[src/rtl/mem_port_arbiter.sv]
`timescale 1ns/1ps
`default_nettype none
// ============================================================================
// mem_port_arbiter : alternating fetch/data arbiter with fixed-latency
//                    single-port memory access sequencing
// Revision: 1.0
// ============================================================================
module mem_port_arbiter #(
  parameter int ADDR_W  = 16,
  parameter int DATA_W  = 32,
  parameter int MEM_LAT = 2
) (
  input  logic              clk,
  input  logic              rst_n,
  input  logic              if_req,
  input  logic [ADDR_W-1:0] if_addr,
  output logic              if_ack,
  output logic [DATA_W-1:0] if_rdata,
  input  logic              d_req,
  input  logic              d_we,
  input  logic [ADDR_W-1:0] d_addr,
  input  logic [DATA_W-1:0] d_wdata,
  output logic              d_ack,
  output logic [DATA_W-1:0] d_rdata,
  output logic              mem_en,
  output logic              mem_we,
  output logic [ADDR_W-1:0] mem_addr,
  output logic [DATA_W-1:0] mem_wdata,
  input  logic [DATA_W-1:0] mem_rdata,
  output logic              busy
);

  localparam logic [1:0] S_IDLE  = 2'd0;
  localparam logic [1:0] S_ISSUE = 2'd1;
  localparam logic [1:0] S_WAIT  = 2'd2;
  localparam logic [1:0] S_ACK   = 2'd3;

  localparam logic       OWN_IF  = 1'b0;
  localparam logic       OWN_D   = 1'b1;
  localparam logic [3:0] LAT_M1  = 4'(MEM_LAT - 1);

  logic [1:0]        state_q, state_d;
  logic [3:0]        cnt_q, cnt_d;
  logic              last_gnt_q, last_gnt_d;
  logic              owner_q, owner_d;
  logic              we_q, we_d;
  logic [ADDR_W-1:0] addr_q, addr_d;
  logic [DATA_W-1:0] wdata_q, wdata_d;
  logic [DATA_W-1:0] if_rdata_q, if_rdata_d;
  logic [DATA_W-1:0] d_rdata_q, d_rdata_d;
  logic              grant;

  always_ff @(posedge clk or negedge rst_n) begin
    if (!rst_n) begin
      state_q    <= S_IDLE;
      cnt_q      <= '0;
      last_gnt_q <= OWN_IF;
      owner_q    <= OWN_IF;
      we_q       <= 1'b0;
      addr_q     <= '0;
      wdata_q    <= '0;
      if_rdata_q <= '0;
      d_rdata_q  <= '0;
    end else begin
      state_q    <= state_d;
      cnt_q      <= cnt_d;
      last_gnt_q <= last_gnt_d;
      owner_q    <= owner_d;
      we_q       <= we_d;
      addr_q     <= addr_d;
      wdata_q    <= wdata_d;
      if_rdata_q <= if_rdata_d;
      d_rdata_q  <= d_rdata_d;
    end
  end

  always_comb begin
    state_d    = state_q;
    cnt_d      = cnt_q;
    last_gnt_d = last_gnt_q;
    owner_d    = owner_q;
    we_d       = we_q;
    addr_d     = addr_q;
    wdata_d    = wdata_q;
    if_rdata_d = if_rdata_q;
    d_rdata_d  = d_rdata_q;
    // On a tie the port that lost last time wins; otherwise whoever asks.
    grant      = (if_req && d_req) ? ~last_gnt_q : d_req;
    case (state_q)
      S_IDLE: begin
        if (if_req || d_req) begin
          owner_d    = grant;
          last_gnt_d = grant;
          if (grant == OWN_D) begin
            addr_d  = d_addr;
            we_d    = d_we;
            wdata_d = d_wdata;
          end else begin
            addr_d  = if_addr;
            we_d    = 1'b0;
          end
          state_d = S_ISSUE;
        end
      end
      S_ISSUE: begin
        cnt_d   = LAT_M1;
        state_d = S_WAIT;
      end
      S_WAIT: begin
        if (cnt_q == 4'd0) begin
          if (!we_q) begin
            if (owner_q == OWN_D) d_rdata_d  = mem_rdata;
            else                  if_rdata_d = mem_rdata;
          end
          state_d = S_ACK;
        end else begin
          cnt_d = cnt_q - 4'd1;
        end
      end
      default: state_d = S_IDLE;
    endcase
  end

  always_comb begin
    mem_en    = (state_q == S_ISSUE);
    mem_we    = (state_q == S_ISSUE) && we_q;
    mem_addr  = addr_q;
    mem_wdata = wdata_q;
    if_ack    = (state_q == S_ACK) && (owner_q == OWN_IF);
    d_ack     = (state_q == S_ACK) && (owner_q == OWN_D);
    if_rdata  = if_rdata_q;
    d_rdata   = d_rdata_q;
    busy      = (state_q != S_IDLE);
  end

endmodule
`default_nettype wire

[config.mk]
export PLATFORM = sky130hd
export DESIGN_NAME = mem_port_arbiter
export DESIGN_NICKNAME = d
export VERILOG_FILES = /design/src/rtl/mem_port_arbiter.sv
export SDC_FILE = /design/constraint.sdc
export NUM_CORES = 1
export LEC_CHECK = 0
export CAP_MARGIN = 15
export CORE_UTILIZATION = 45
export DETAILED_ROUTE_END_ITERATION = 7
export GPL_TIMING_DRIVEN = 0
export PLACE_DENSITY = 0.85
export SETUP_SLACK_MARGIN = 0.02
export SYNTH_ARGS = -nofsm -noshare
export SYNTH_HDL_FRONTEND = slang
export SYNTH_SLANG_ARGS = --single-unit
[constraint.sdc]
create_clock -name clk -period 5.7 [get_ports clk]
set_clock_uncertainty 0.1 [all_clocks]
set_input_delay 0.57 -clock clk [delete_from_list [all_inputs] [get_ports clk]]
set_output_delay 0.57 -clock clk [all_outputs]
set_load 0.01 [all_outputs]
Yosys cells after proc, flatten, opt, wreduce, memory -nomap -nowiden --
Cells that the tools add are included.
Word-level totals: output and inout bits 117, register bits 120, input port bits 101, word-level logic and storage cells 40
Cells by class: mux-type cells 8, equal/unequal tests 6, add/subtract/negate cells 1, reduce and logical (&&, ||, !) cells 15, bitwise gates (word level) 2
Operators by type and width (number):
- two-way mux 16 bit | 1
- one-hot mux 4 bit (2 select lines) | 1
- AND reduction 4 bit | 2
- != test 2 bit, second input constant | 3
- one-hot mux 2 bit (3 select lines) | 1
- AND reduction 2 bit | 3
- equality test 2 bit, second input constant | 2
- logical AND 1 bit | 4
- logical NOT 4 bit | 1
- two-way mux 2 bit | 2
- two-way mux 4 bit | 1
- nonzero test 2 bit | 2
- subtractor 4 x 1 -> 4 bit, second input constant | 1
- AND reduction 3 bit | 1
- equality test 2 x 1 -> 1 bit, second input constant | 1
- logical NOT 2 bit | 1
- two-way mux 1 bit | 2
- NOT 1 bit | 2
- logical OR 1 bit | 1

Logic depth before layout (Yosys ltp) --
depth after elaboration 3, gate-level depth with buffers 7

Worst setup path after synthesis --
Ideal clock, no wire load.
path kind input to register, start point in d_req, end point reg wdata_q[0] (netlist: mem_wdata[0]), stages 6, data arrival time 1.687 ns, path buffers 3, setup slack 3.787 ns, library setup time 0.125 ns, required time 5.475 ns, path through a21bo_1 buf_6 or2_1 buf_2 buf_6 mux2_4
On the way: word-level cells in the longest chain between the ends 3
Ends and longest elaborated chain:
- start: declaration | line 19 | input logic d_req,
- logical AND 1 bit | line 88 | grant = (if_req && d_req) ? ~last_gnt_q : d_req;
- two-way mux 1 bit | line 88
- AND reduction 3 bit (no line) (*)
- end signal: assignment | line 71 | wdata_q <= wdata_d;
- end: declaration | line 48 | logic [DATA_W-1:0] wdata_q, wdata_d;
Every way passes the cells marked *; elsewhere a longest branch is shown, timed or not. A chain may end at the register's enable or synchronous reset.

Worst setup path in the final report --
start point reg state_q[1], end point out mem_we
On the way: word-level cells in the longest chain between the ends 2
Ends and longest elaborated chain:
- start: declaration | line 42 | logic [1:0] state_q, state_d;
- start signal: assignment | line 65 | state_q <= state_d;
- equality test 2 x 1 -> 1 bit | line 126 | mem_we = (state_q == S_ISSUE) && we_q;
- logical AND 1 bit | line 126
- end: declaration | line 26 | output logic mem_we,
No other way between the ends.

==> key figures <==
Timing
  – Worst Tran Pin Value: 0.541 ns
  – Max Slew Vio Count: 0
  – Final number of setup-violating endpoints: 0
  – Fmax: approximately 370 MHz
  – Fin. Hold Viols: 0
  – RSZ-0062 raised after global routing: no
  – Slew margin rel.: 63.7%
  – Tcrit/Tclk final: between 40% and 50%
  – Minimum clock period: about 2.7 ns
  – Hold slack final: 0.376 ns
  – Sum of negative setup slack: 0 ns

Yosys
  – Post-synth cell types: 28
  – Post-Synthesis Cell Area: 4890 µm²
  – Post-Syn Nets: 430
  – Synth top area share: between 60% and 70%
  – Synthesis-stage register bit count: between 100 and 150
  – Synth cell count leaders: dfrtp_1 (120), mux2_2 (69), mux2_4 (28)
  – YS warnings: 0
  – Post-synth EDFFs: 0
  – Ys async rst share: 100%
  – Post-synth top area cell: dfrtp_1
  – Synth Instances: 324
  – Most frequent cell after synthesis: dfrtp_1
  – Sequential area share after synthesis: 61.4%
  – Syn_area_per_cell: around 15 µm²
  – Ys flop type: dfrtp_1
  – Main area contributors after synthesis: dfrtp_1 (61%), mux2_2 (16%), mux2_4 (8.6%), mux2i_1 (4.1%), o21ai_0 (1.7%)

Power and ir drop
  – Total chip power: 4650 µW
  – Leakage: about 0.0035 µW
  – Pwr Density: 590 nW/µm²
  – Peak VDD IR: 0.290 mV

Finish
  – Fin cells: between 700 and 800
  – ANT cells: 0
  – Layout cell share with drive strength beyond 1: 24.6%
  – P&R area growth vs syn: 61.0%
  – Area of the multi-input gates: 1770 µm²
  – Register area: roughly 3000 µm²
  – Final nets: 668
  – Fill cells: just under 700

Placed design
  – Inst Count DP: 678
  – RD Place Congestion: 0.769
  – Port Buffers: 217
  – HPWL after detailed placement: 8890 µm

Floorplan
  – Vert. Die Dim: 106 µm
  – Io pins: 218
  – Floorplan core area: 10400 µm²
  – Initial core utilization: ~47%
  – Row Count: 37
  – Die area: 11300 µm²
  – Die width: ~110 µm

GRT
  – Largest net degree at the start of global routing: 67
  – GR Util All Layers: 22.7%
  – Met1 Track Usage GR: 25.9%
  – Via count of the first global-routing pass: 3796
  – Initial antenna violation count: 0
  – GR peak layer: met2
  – Global-route wire length before repair: 19500 µm
  – Met2 usage: 40.0%
  – M3 GR Usage: 7.05%
  – Aggregate global routing overflow: 0

Worst setup path
  – Crit path max-delay cell type: clkdlybuf4s50_1
  – Critical path required time: 5.03 ns
  – Crit-path cells: inv_1 -> ha_1 -> and2_1 -> clkdlybuf4s50_1
  – Worst Path Buf+Inv: 2
  – Worst Setup Path Type: register to output pin
  – Crit path max-delay family: buffers and inverters
  – Arrival time at the worst endpoint: 2.07 ns
  – Crit path largest cell delay: around 0.55 ns
  – Worst setup SP type: register
  – Critical path peak fanout: 6
  – CP endpoint kind: output pin

Clock tree
  – Clock slew at reported path FFs: 0.06 ns
  – Root buffer cell: clkbuf_8
  – Clk buf depth: 2
  – H-tree depth: 4
  – CTS Sinks: 120
  – CTS tree: done
  – CTS buffer count: 17
  – Worst skew pair latency: 0.51 ns
  – Setup bufs post-CTS: 0

Routing
  – Final WL: roughly 12000 µm
  – Initial DRC count: 83
  – Vias per Instance: 4.91
  – Vias post-DR: 3483
  – WL/cell: ~17 µm
  – Final antenna-violating net count: 0
  – DRC violations left: 0
  – TritonRoute pass-1 iters: 4

Worst hold path
  – Type of the most critical hold path: register to register

Run
  – Max Cap Violations: 0

Run status
  – Status: completed
-- placed cells by master (no fill, tap or decap) --
master | Yosys | final
nand4b_1 | 1 | 1
buf_2 | 8 | 8
or3b_2 | 1 | 1
inv_1 | 7 | 7
clkinv_2 | 0 | 2
a21o_1 | 1 | 1
o22ai_1 | 1 | 1
buf_6 | 4 | 5
o21ai_1 | 1 | 1
mux2i_1 | 20 | 20
a21bo_1 | 1 | 1
nand4_1 | 1 | 1
and2_1 | 2 | 2
clkdlybuf4s50_1 | 0 | 216
a21oi_1 | 2 | 2
dfrtp_1 | 120 | 120
dlygate4sd3_1 | 0 | 1
a22oi_1 | 1 | 1
clkbuf_1 | 3 | 5
o21ai_0 | 17 | 17
o2bb2ai_1 | 1 | 1
or2_1 | 1 | 1
nand2_1 | 21 | 21
bufinv_16 | 0 | 3
ha_1 | 5 | 5
clkbuf_16 | 0 | 16
nor3_1 | 1 | 1
a32o_1 | 1 | 1
nor2_1 | 3 | 3
nand2b_1 | 1 | 1
clkbuf_8 | 0 | 6
nor2b_1 | 2 | 2
clkinvlp_4 | 0 | 2
mux2_2 | 69 | 69
mux2_4 | 28 | 28
buf_16 | 0 | 1
-- final timing paths --
check,start,end,slack [ns],depth (start not counted)
max,state_q[1],mem_we,2.96,4
min,mem_addr[14],mem_addr[14],0.38,2
max reg2reg,state_q[0],if_rdata[13],3.46,6
min reg2reg,mem_addr[14],mem_addr[14],0.38,2
max in group asynchronous,rst_n,d_rdata[10],4.30,3
min in group asynchronous,rst_n,mem_wdata[26],0.50,2
-- power by group --
group	internal, µW	switching, µW
clock network	720	362
logic	1270	767
registers	1290	242
total	3280	1370
-- routing by layer --
| layer | wire (µm) | vias to the layer above |
|---|---|---|
| met4 | 151 | 0 |
| met3 | 845 | 14 |
| met2 | 6460 | 133 |
| met1 | 4790 | 1725 |
| li1 | - | 1611 |
| met5 | 0 | - |
-- registers in the layout, summed over array words and instances (netlist names) --
name       flops
cnt_q          4
d_rdata       32
if_rdata      32
mem_addr      16
mem_wdata     32
owner_q        1
state_q        2
we_q           1
-- cells by family after synthesis --
| kind of cell | count (synthesis) | synth area share [%] |
|---|---|---|
| compound gates | 26 | 3.07 |
| fa+ha+maj | 5 | 1.28 |
| buf+inv | 22 | 2.51 |
| flops | 120 | 61.4 |
| mux | 117 | 28.6 |
| simple gates | 34 | 3.20 |
-- through the flow --
stage	cell area [µm²]	setup slack [ns]	util [%]
finish	7880	2.96	75.6
CTS	7880	2.96	75.6
global placement	7230	-0.456	69.5
floorplan	4890	3.79	-
detailed placement	7260	3.17	69.7
global route	7880	2.85	75.6
-- final cells by class --
| class | count | share of cell area [%] |
|---|---|---|
| plain buffers | 15 | 1.22 |
| clock buffers | 24 | 6.23 |
| clock inverters | 7 | 1.46 |
| inverters | 7 | 0.333 |
| multi-input cells | 182 | 22.4 |
| flip-flops and latches | 120 | 38.1 |
| well taps | 136 | 2.16 |
| repair buffers | 219 | 28.1 |
-- worst register-to-register path, cell delays in order (launching register included) --
cell and delay, ns:
dfrtp_1 0.41, inv_1 0.12, ha_1 0.31, nor2b_1 0.28, nand4b_1 0.30, buf_2 0.31
mux2_2 0.30
-- repair_timing --
action	in CTS	in global routing
hold buffers	1	0
resized for setup	0	0
hold endpoints to repair	54	0
Power figures use the tool's default switching activity.
